--- config.mk ---
export PLATFORM = sky130hd
export DESIGN_NAME = ram8
export DESIGN_NICKNAME = d
export VERILOG_FILES = /design/src/rtl/ram8_pkg.sv /design/src/rtl/ram8_word_register.sv /design/src/rtl/ram8.sv
export SDC_FILE = /design/constraint.sdc
export NUM_CORES = 1
export LEC_CHECK = 0
export ABC_AREA = 1
export CORE_ASPECT_RATIO = 1.25
export CORE_MARGIN = 3
export CORE_UTILIZATION = 40
export DETAILED_ROUTE_END_ITERATION = 10
export PLACE_DENSITY_LB_ADDON = 0.1
export SETUP_SLACK_MARGIN = 0.15
export SYNTH_ARGS = -nofsm -noshare
export SYNTH_HDL_FRONTEND = slang
export SYNTH_HIERARCHICAL = 1
export SYNTH_SLANG_ARGS = --single-unit
--- constraint.sdc ---
create_clock -name clk -period 1.2 [get_ports clk]
set_input_delay 0.24 -clock clk [delete_from_list [all_inputs] [get_ports clk]]
set_output_delay 0.24 -clock clk [all_outputs]
set_load 0.05 [all_outputs]
--- src/rtl/ram8_pkg.sv ---
// Shared constants for the ram8 storage stage and the larger RAMs tiled from it.
// Also holds the one-hot load steering helper.
package ram8_pkg;

  localparam int WORD_WIDTH      = 16;
  localparam int RAM8_ADDR_WIDTH = 3;
  localparam int RAM8_DEPTH      = 1 << RAM8_ADDR_WIDTH;

  // Route a single strobe onto the selected enable; all other enables stay low.
  function automatic logic [RAM8_DEPTH-1:0] demux8(
    input logic [RAM8_ADDR_WIDTH-1:0] sel,
    input logic                       d
  );
    logic [RAM8_DEPTH-1:0] en;
    en      = {RAM8_DEPTH{1'b0}};
    en[sel] = d;
    return en;
  endfunction

endpackage

--- src/rtl/ram8_word_register.sv ---
// One stored word: loads on the rising clock edge when load is high,
// asynchronously cleared to zero by an active-high reset.
module word_register
  import ram8_pkg::*;
#(
  parameter int WIDTH = WORD_WIDTH
) (
  input  logic             clk,
  input  logic             reset,
  input  logic [WIDTH-1:0] in,
  input  logic             load,
  output logic [WIDTH-1:0] out
);

  logic [WIDTH-1:0] data_d;
  logic [WIDTH-1:0] data_q;

  // Next-state: take the new word only when loaded, otherwise hold.
  always_comb begin
    data_d = data_q;
    if (load) begin
      data_d = in;
    end else begin
      data_d = data_q;
    end
  end

  // Word storage with asynchronous clear.
  always_ff @(posedge clk or posedge reset) begin
    if (reset) begin
      data_q <= {WIDTH{1'b0}};
    end else begin
      data_q <= data_d;
    end
  end

  assign out = data_q;

endmodule

--- src/rtl/ram8.sv ---
// Eight-word register memory: load demuxed by address into eight word registers,
// addressed word presented combinationally on out with no clock latency.
module ram8
  import ram8_pkg::*;
#(
  parameter int WIDTH      = WORD_WIDTH,
  parameter int ADDR_WIDTH = RAM8_ADDR_WIDTH
) (
  input  logic                  clk,
  input  logic                  reset,
  input  logic [WIDTH-1:0]      in,
  input  logic                  load,
  input  logic [ADDR_WIDTH-1:0] address,
  output logic [WIDTH-1:0]      out
);

  logic [RAM8_DEPTH-1:0] load_en_s;
  logic [WIDTH-1:0]      words_s [RAM8_DEPTH];

  // Load steering: exactly one enable follows load, the rest are held low.
  always_comb begin
    load_en_s = {RAM8_DEPTH{1'b0}};
    load_en_s = demux8(address, load);
  end

  for (genvar i = 0; i < RAM8_DEPTH; i++) begin : g_word
    word_register #(
      .WIDTH (WIDTH)
    ) u_word (
      .clk   (clk),
      .reset (reset),
      .in    (in),
      .load  (load_en_s[i]),
      .out   (words_s[i])
    );
  end

  // Read mux: no bypass of in, so a same-cycle write only shows after the edge.
  always_comb begin
    out = {WIDTH{1'b0}};
    case (address)
      3'd0:    out = words_s[0];
      3'd1:    out = words_s[1];
      3'd2:    out = words_s[2];
      3'd3:    out = words_s[3];
      3'd4:    out = words_s[4];
      3'd5:    out = words_s[5];
      3'd6:    out = words_s[6];
      3'd7:    out = words_s[7];
      default: out = {WIDTH{1'b0}};
    endcase
  end

endmodule

Word level (Yosys, flattened, before mapping)
Index checks and enable logic that the tools add are counted.
W data, S select, Z words.
{ "totals": {"register_bits": 128, "inputBits": 22, "out_inout_bits": 16, "word_cells": 23} }
{ "classes": {"order_cmp": 2, "eq_ne": 7, "muxes": 3, "bitwise_logic": 1, "n_reduce_logical": 2} }
{ "ops": {"columns": ["cell", "n"], "rows": [
  ["$pmux W16 S8", 1],
  ["$eq A3 B3 Y1 const B", 4],
  ["$and A8 B8 Y8", 1],
  ["$eq A3 B2 Y1 const B", 2],
  ["$lt A3 B4 Y1 const B", 1],
  ["$demux W1 S3", 1],
  ["$eq A3 B1 Y1 const B", 1],
  ["$ge A3 B1 Y1 const B", 1],
  ["$logic_not A3 Y1", 1],
  ["$logic_and A1 B1 Y1", 1],
  ["$mux W1", 1]
]} }

Logic depth before layout (Yosys ltp)
Gate-level depths: netlist of the first run.
{ "logic_depth": {"word_depth": 5, "depth_mapped": 10, "mapped_depth_nobuf": 6} }

Hierarchy
Netlist of the first run, hierarchy kept.
{ "by_module_without_submodules": {"columns": ["module", "instances", "cells_per_inst", "area_per_inst_um2", "seq_area_each_um2"], "rows": [
  ["word_register", 8, 69, 648.1, 400.4],
  ["ram8", 1, 286, 1355.0, 0.0]
]} }

Least setup slack after synthesis of the first run
Ideal clock, no wire load.
{ "synth_timing": {"kind": "input port to output port", "from": "input address[0]", "to": "output out[7]", "arrival_ns": 1.368, "t_required_ns": 0.960, "path_slack_ns": -0.408, "path_stages": 7, "path_buffers": 2, "cell_sequence": "buf_2 > nor2_2 > buf_2 > nand3_1 > nand2_1 > nor2_1 > nand3_1"} }
{ "synth_via": {"elab_chain_len": 2, "elab_cells_between_ends": 9} }
{ "synth_lines": {"columns": ["item", "line", "text"], "rows": [
  ["start, declared", "ram8.sv:13", "input logic [ADDR_WIDTH-1:0] address,"],
  ["$eq A3 B3 Y1, or another cell as far along", "ram8.sv:41", "case (address)"],
  ["$pmux W16 S8 *", "ram8.sv:41", null],
  ["end, declared", "ram8.sv:14", "output logic [WIDTH-1:0] out"]
]} }
Mark *: on every way between the ends. The rest lies on a longest branch, timed or not.

Worst setup path after layout of the first run
{ "layout_timing": {"from": "register g_word[3].u_word.data_q[13]", "to": "output out[13]"} }
{ "layout_via": {"elab_chain_len": 1} }
{ "layout_lines": {"columns": ["item", "line", "text"], "rows": [
  ["start, declared", "ram8_word_register.sv:16", "logic [WIDTH-1:0] data_q;"],
  ["start signal, assigned", "ram8_word_register.sv:31", "data_q <= {WIDTH{1'b0}};"],
  ["start signal, assigned", "ram8_word_register.sv:33", "data_q <= data_d;"],
  ["$pmux W16 S8", "ram8.sv:41", null]
]} }
Every way passes these cells.

==> flow_summary.json, run 1 <==
{
  "multiInputGateArea_mm2": 0.00347,
  "num_antenna_cells": 0,
  "place.port_buffers": 37,
  "violations": "setup timing",
  "die_x_um": 120,
  "crit_start": "g_word[3].u_word/out[13]",
  "wirelength_um": 21900,
  "finalHoldViolations": 0,
  "relSlewSlack_pct": 71.0,
  "largest_reg_flops": 128,
  "cpPeakStageDelay_ps": 400,
  "fin_area_mm2": 0.00984,
  "start_util_pct": 41.3,
  "pin_count": 38,
  "syn_area_per_cell_um2": 7.80,
  "core-area_mm2": 0.0158,
  "setup_violations": 16,
  "antenna_found_initial": 0,
  "fin_crit_ps": 1650,
  "syn_nets": 860,
  "grt_setup_unrepaired": "yes",
  "end_kind": "output port",
  "rows": 51,
  "synthXorXnorAreaFrac_pct": 0,
  "dr.first_iter.drc_count": 572,
  "synthSimpleGateAreaFrac_pct": 41.1,
  "ys_top_cells_by_area": "dfrtp_1 49%, nand2_1 23%, nand4_1 6.1%, nand2_2 3.8%, nand3_1 3.7%",
  "synth_ff_type": "dfrtp_1",
  "yosys-mux-area-fraction_pct": 0,
  "fin_ws_ps": -453,
  "post_dp_cell_area_mm2": 0.00846,
  "vias": 6217,
  "nFillCells": 1401,
  "path_cells": "nand4_1, nand2_2, nor2_4, nand3_4, buf_12",
  "maxCapViolCount": 0,
  "leakagePower_nw": 5.01,
  "drive_gt1_share_pct": 38.4,
  "wl_per_cell_um": 18.1,
  "grt_pass1_wl_um": 34200,
  "status": "finished, violations left",
  "cts_tree": "built",
  "synth_compound_area_share_pct": 0,
  "chipHeight_um": 149,
  "crit_type": "register to output port",
  "fin_nets": 1009,
  "yosys.area.top_type_share_pct": 49.0,
  "max_freq_mhz": 605,
  "area_growth_pct": 50.5,
  "skew_ps": 0,
  "finalCritPeriodShare_pct": 138,
  "grt_max_degree": 36,
  "vias_per_cell": 5.13,
  "arrival_ps": 1410,
  "hold_buffers": 0,
  "grt_pass1_vias": 6122,
  "synth_top_family_by_area": "simple AND/OR/NAND/NOR gates",
  "drc_errors": 0,
  "worstHoldStart": "address[2]",
  "clock_latency_ps": 410,
  "path_clk_slew_ps": 60,
  "max-clock-path-buffers": 2,
  "hp-class": "input port to register",
  "detail_route.first_pass.iterations": 5,
  "worstReg2RegStart": "g_word[3].u_word/out[13]",
  "root_buffer": "clkbuf_16",
  "crit_fanout": 2,
  "final_util_pct": 62.2,
  "vdd_drop_max_v": 0.000952,
  "cp.required_ps": 960,
  "yosysSeqAreaShare_pct": 49.0,
  "grtUsageTotal_pct": 25.1,
  "synthArstFlopShare_pct": 100,
  "synth_edf_count": 0,
  "cts.sinks": 128,
  "synth_cell_type_count": 19,
  "htreeDepth": 4,
  "slowest_stage": "dfrtp_1",
  "hold_ws_ps": 347,
  "antenna_left": 0,
  "tightest_slew_ps": 434,
  "synth_common_cells": "408 x nand2_1, 128 x dfrtp_1, 64 x nand4_1, 50 x nor2_1, 48 x nand3_1",
  "die_area_mm2": 0.0179,
  "yosysWarnings": 6,
  "p_per_area_mw_per_mm2": 1520,
  "slew_viol_final": 0,
  "cts_buffers": 17,
  "register_area_mm2": 0.00320,
  "place_congestion": 0.860,
  "synthAdderAreaFrac_pct": 0,
  "yosysMostFrequentCell": "nand2_1",
  "synth_area_leader_cell": "dfrtp_1",
  "synthesis.area_mm2": 0.00654,
  "ys_seq_elements": 128,
  "cp-start-kind": "register",
  "hpwl_um": 15100,
  "grt.overflow.total": 0,
  "r2r_setup_slack_ps": 330,
  "synthCells": 838
}
==> metrics by stage <==
step                setup slack (ps)  setup TNS (ps)  std cells  power (mW)
CTS                             -487           -7250       1199        14.8
global placement                -684          -88380       1159        9.22
finish                          -453           -6960       1212        15.0
global route                    -537           -7820       1212        15.7
detailed placement              -743          -89520       1159        9.30
floorplan                       -159          -14060        838        7.57
==> power by group <==
| group | switching [mW] | total (mW) | leakage (nW) | internal, mW |
|---|---|---|---|---|
| clock | 1.86 | 5.27 | 0.302 | 3.41 |
| sequential | 0.551 | 5.68 | 1.61 | 5.13 |
| combinational | 2.10 | 4.05 | 3.10 | 1.96 |
==> worst max-delay path, delay by kind of cell, from the launching register on <==
kind,cells,cell delay [ps]
DFF,1,400
and+or+nand+nor,4,450
buffers and inverters,1,150
==> area by class of cell <==
cell class	instances	area share, %
sequential	128	32.5
timing repair buffer	184	20.9
tap	212	2.70
inverter	36	2.35
clock inverter	11	1.39
multi-input combinational	620	35.3
clock buffer	21	4.78
==> cell usage in the layout (no fill, tap or decap), types with 7 or more instances in the layout <==
| cell | Yosys | layout |
|---|---|---|
| nand4_1 | 64 | 64 |
| nand2_1 | 408 | 337 |
| nand3_1 | 48 | 28 |
| buf_4 | 1 | 110 |
| nand3_4 | 0 | 17 |
| nor2_4 | 0 | 22 |
| buf_6 | 16 | 9 |
| clkdlybuf4s50_1 | 0 | 17 |
| nand2_4 | 0 | 17 |
| clkbuf_16 | 0 | 17 |
| nor2_2 | 1 | 12 |
| inv_1 | 26 | 24 |
| nand2_2 | 40 | 94 |
| buf_12 | 8 | 46 |
| nor4_4 | 0 | 7 |
| nor2_1 | 50 | 17 |
| dfrtp_1 | 128 | 128 |
==> routing by layer <==
layer	share of wire, %	up-vias	global-route usage [%]
met5	0	-	0
met2	51	216	42.9
li1	-	2952	-
met4	2.3	0	7.82
met3	5.3	41	4.74
met1	41	3008	32.2
==> timing repair <==
item | 4_1_cts | 5_1_grt
gates cloned | 1 | 0
gates resized for setup | 71 | 91
pin swaps | 36 | 52
buffers inserted | 7 | 13
setup endpoints to repair | 144 | 82
==> worst paths after layout <==
| check | endpoint | depth (start not counted) |
|---|---|---|
| max | out[13] | 5 |
| max in group asynchronous | g_word[2].u_word/out[9] | 3 |
| max reg2reg | g_word[3].u_word/out[13] | 4 |
| min reg2reg | g_word[6].u_word/out[11] | 2 |
| min | g_word[0].u_word/out[7] | 5 |
| min in group asynchronous | g_word[5].u_word/out[15] | 3 |
==> cells by family (layout without fill, tap and decap cells) <==
logic type    count (synthesis)  in the layout
buf+inv                      90            252
flops                       128            128
simple gates                620            620
(Power assumes the default switching activity.)
==> run 2, diff against run 1 <==
CELL_PAD_IN_SITES_DETAIL_PLACEMENT = 1   (was unset)
CELL_PAD_IN_SITES_GLOBAL_PLACEMENT = 2   (was unset)
CORE_UTILIZATION = 34   (was 40)
DONT_BUFFER_PORTS = 1   (was unset)
==> flow_summary.json, run 2 (synthesis results as in run 1) <==
{
  "status": "finished, violations left",
  "violations": "setup timing",
  "grt.overflow.total": 0,
  "post-place-ws_ps": -391,
  "cp_top_family": "simple AND/OR/NAND/NOR gates",
  "wirelength_um": 25100,
  "wl_per_cell_um": 21.8,
  "hpwl_um": 17500,
  "dp_cells": 1093,
  "crit_type": "register to output port",
  "place_congestion": 0.838,
  "grt_pass1_wl_um": 39300,
  "end_kind": "output port",
  "use_met1_pct": 31.8,
  "die_area_mm2": 0.0209,
  "chipHeight_um": 161,
  "post_dp_cell_area_mm2": 0.00742,
  "core-area_mm2": 0.0188,
  "vias": 5910,
  "p_per_area_mw_per_mm2": 1610,
  "slew_viol_final": 0,
  "cts_tree": "built",
  "rows": 56,
  "grt_setup_unrepaired": "yes",
  "pin_count": 38,
  "grt_max_degree": 71,
  "setup_violations": 16,
  "cpPeakStageDelay_ps": 380,
  "clock_latency_ps": 420,
  "grt-busiest-layer": "met2",
  "cts_buffers": 17,
  "path_clk_slew_ps": 60,
  "fin_total_pwr_mw": 13.7,
  "finalCritPeriodShare_pct": 142,
  "layout_common_cells": "372 x nand2_1, 127 x dfrtp_1, 82 x buf_4, 76 x nand2_2, 64 x nand4_1",
  "layout_commonest_cell": "nand2_1",
  "leakagePower_nw": 4.48,
  "crit_buf_inv": 0,
  "largest_reg_flops": 128,
  "antenna_left": 0,
  "grt_pass1_vias": 6399,
  "vias_per_cell": 5.12,
  "fin_ws_ps": -508,
  "use_met2_pct": 43.0,
  "start_util_pct": 34.7,
  "tightest_slew_ps": 741,
  "crit_fanout": 2,
  "cp.required_ps": 960,
  "path_cells": "nand4_1, nand2_2, nor2_4, nand3_4",
  "arrival_ps": 1470,
  "antenna_found_initial": 0,
  "nFillCells": 2241,
  "drc_errors": 0,
  "cts.sinks": 128,
  "maxCapViolCount": 0,
  "finalNonFillerCells": 1154,
  "grt_use_met3_pct": 3.80,
  "max-clock-path-buffers": 2,
  "drive_gt1_share_pct": 29.4,
  "place.port_buffers": 0,
  "r2r_setup_slack_ps": 360,
  "die_x_um": 130,
  "vdd_drop_max_v": 0.00101,
  "skew_ps": 0,
  "dr.first_iter.drc_count": 363,
  "slowest_stage": "dfrtp_1",
  "fin_area_mm2": 0.00851,
  "finalHoldViolations": 0,
  "area_growth_pct": 30.2,
  "fin_nets": 932,
  "relSlewSlack_pct": 50.6,
  "max_freq_mhz": 586,
  "root_buffer": "clkbuf_16",
  "fin_tns_setup_ps": -6800,
  "detail_route.first_pass.iterations": 4,
  "grtUsageTotal_pct": 25.5,
  "cp-start-kind": "register",
  "htreeDepth": 4,
  "hp-class": "input port to register",
  "fin_crit_ps": 1710
}
run 2: cell count changes in the layout (fill, tap and decap cells not counted), sizes merged, moves of 3 or more:
cell           before  now
buf               167   90
clkdlybuf4s50      17    0
dlymetal6s4s        0   12
clkinv              8    3
dlygate4sd3         0    5
clkbuf             21   24
run 2: path summary, 6_finish.rpt:
check	startpoint	end	cells past startpoint
worst min register to register	g_word[6].u_word/out[1]	g_word[6].u_word/out[1]	2
min in group asynchronous	reset	g_word[5].u_word/out[6]	2
max in group asynchronous	reset	g_word[2].u_word/out[6]	3
worst min-delay path	address[1]	g_word[4].u_word/out[0]	4
worst max register to register	g_word[5].u_word/out[5]	g_word[5].u_word/out[5]	4
worst max-delay path	g_word[3].u_word/out[12]	out[12]	4
run 2: area by class of cell:
class | count | area (µm²) | area share [%]
clock inverters | 6 | 82.6 | 0.970
well taps | 232 | 290 | 3.41
repair buffers | 107 | 976 | 11.5
clock buffers | 24 | 482 | 5.66
inverters | 36 | 195 | 2.29
multi-input cells | 620 | 3280 | 38.5
flip-flops and latches | 128 | 3200 | 37.6
diodes | 1 | 2.50 | 0.0294
run 2: what timing repair did:
| item | in CTS | in global routing |
|---|---|---|
| pin swaps | 43 | 34 |
| resized for setup | 49 | 28 |
| setup buffers | 6 | 7 |
| setup endpoints to repair | 30 | 100 |
| hold buffers | 17 | 0 |
| endpoints found under the hold margin | 256 | 0 |
run 2: metal layers:
layer | routed length, µm | up-vias | share of wire [%]
met5 | 0 | - | 0
met3 | 789 | 35 | 3.1
li1 | - | 2791 | -
met2 | 12800 | 101 | 51
met4 | 993 | 0 | 4.0
met1 | 10500 | 2983 | 42
run 2: metrics by stage:
step | utilization, % | hold WS (ps)
2_1_floorplan | - | 154
3_3_place_gp | 39.4 | 14.3
3_5_place_dp | 39.4 | 24.0
4_1_cts | 44.5 | 116
5_1_grt | 45.2 | 128
6_report | 45.2 | 156
run 2: tightest hold or removal path: cells and delay by family:
family,cells,cell delay [ps]
buffers and inverters,1,140
AND/OR/NAND/NOR,3,130
run 2: report_power, final:
group          internal (mW)  switching [mW]  leakage (nW)
logic                   1.13            1.78          2.60
registers               5.13           0.593          1.61
clock network           3.19            1.90         0.276
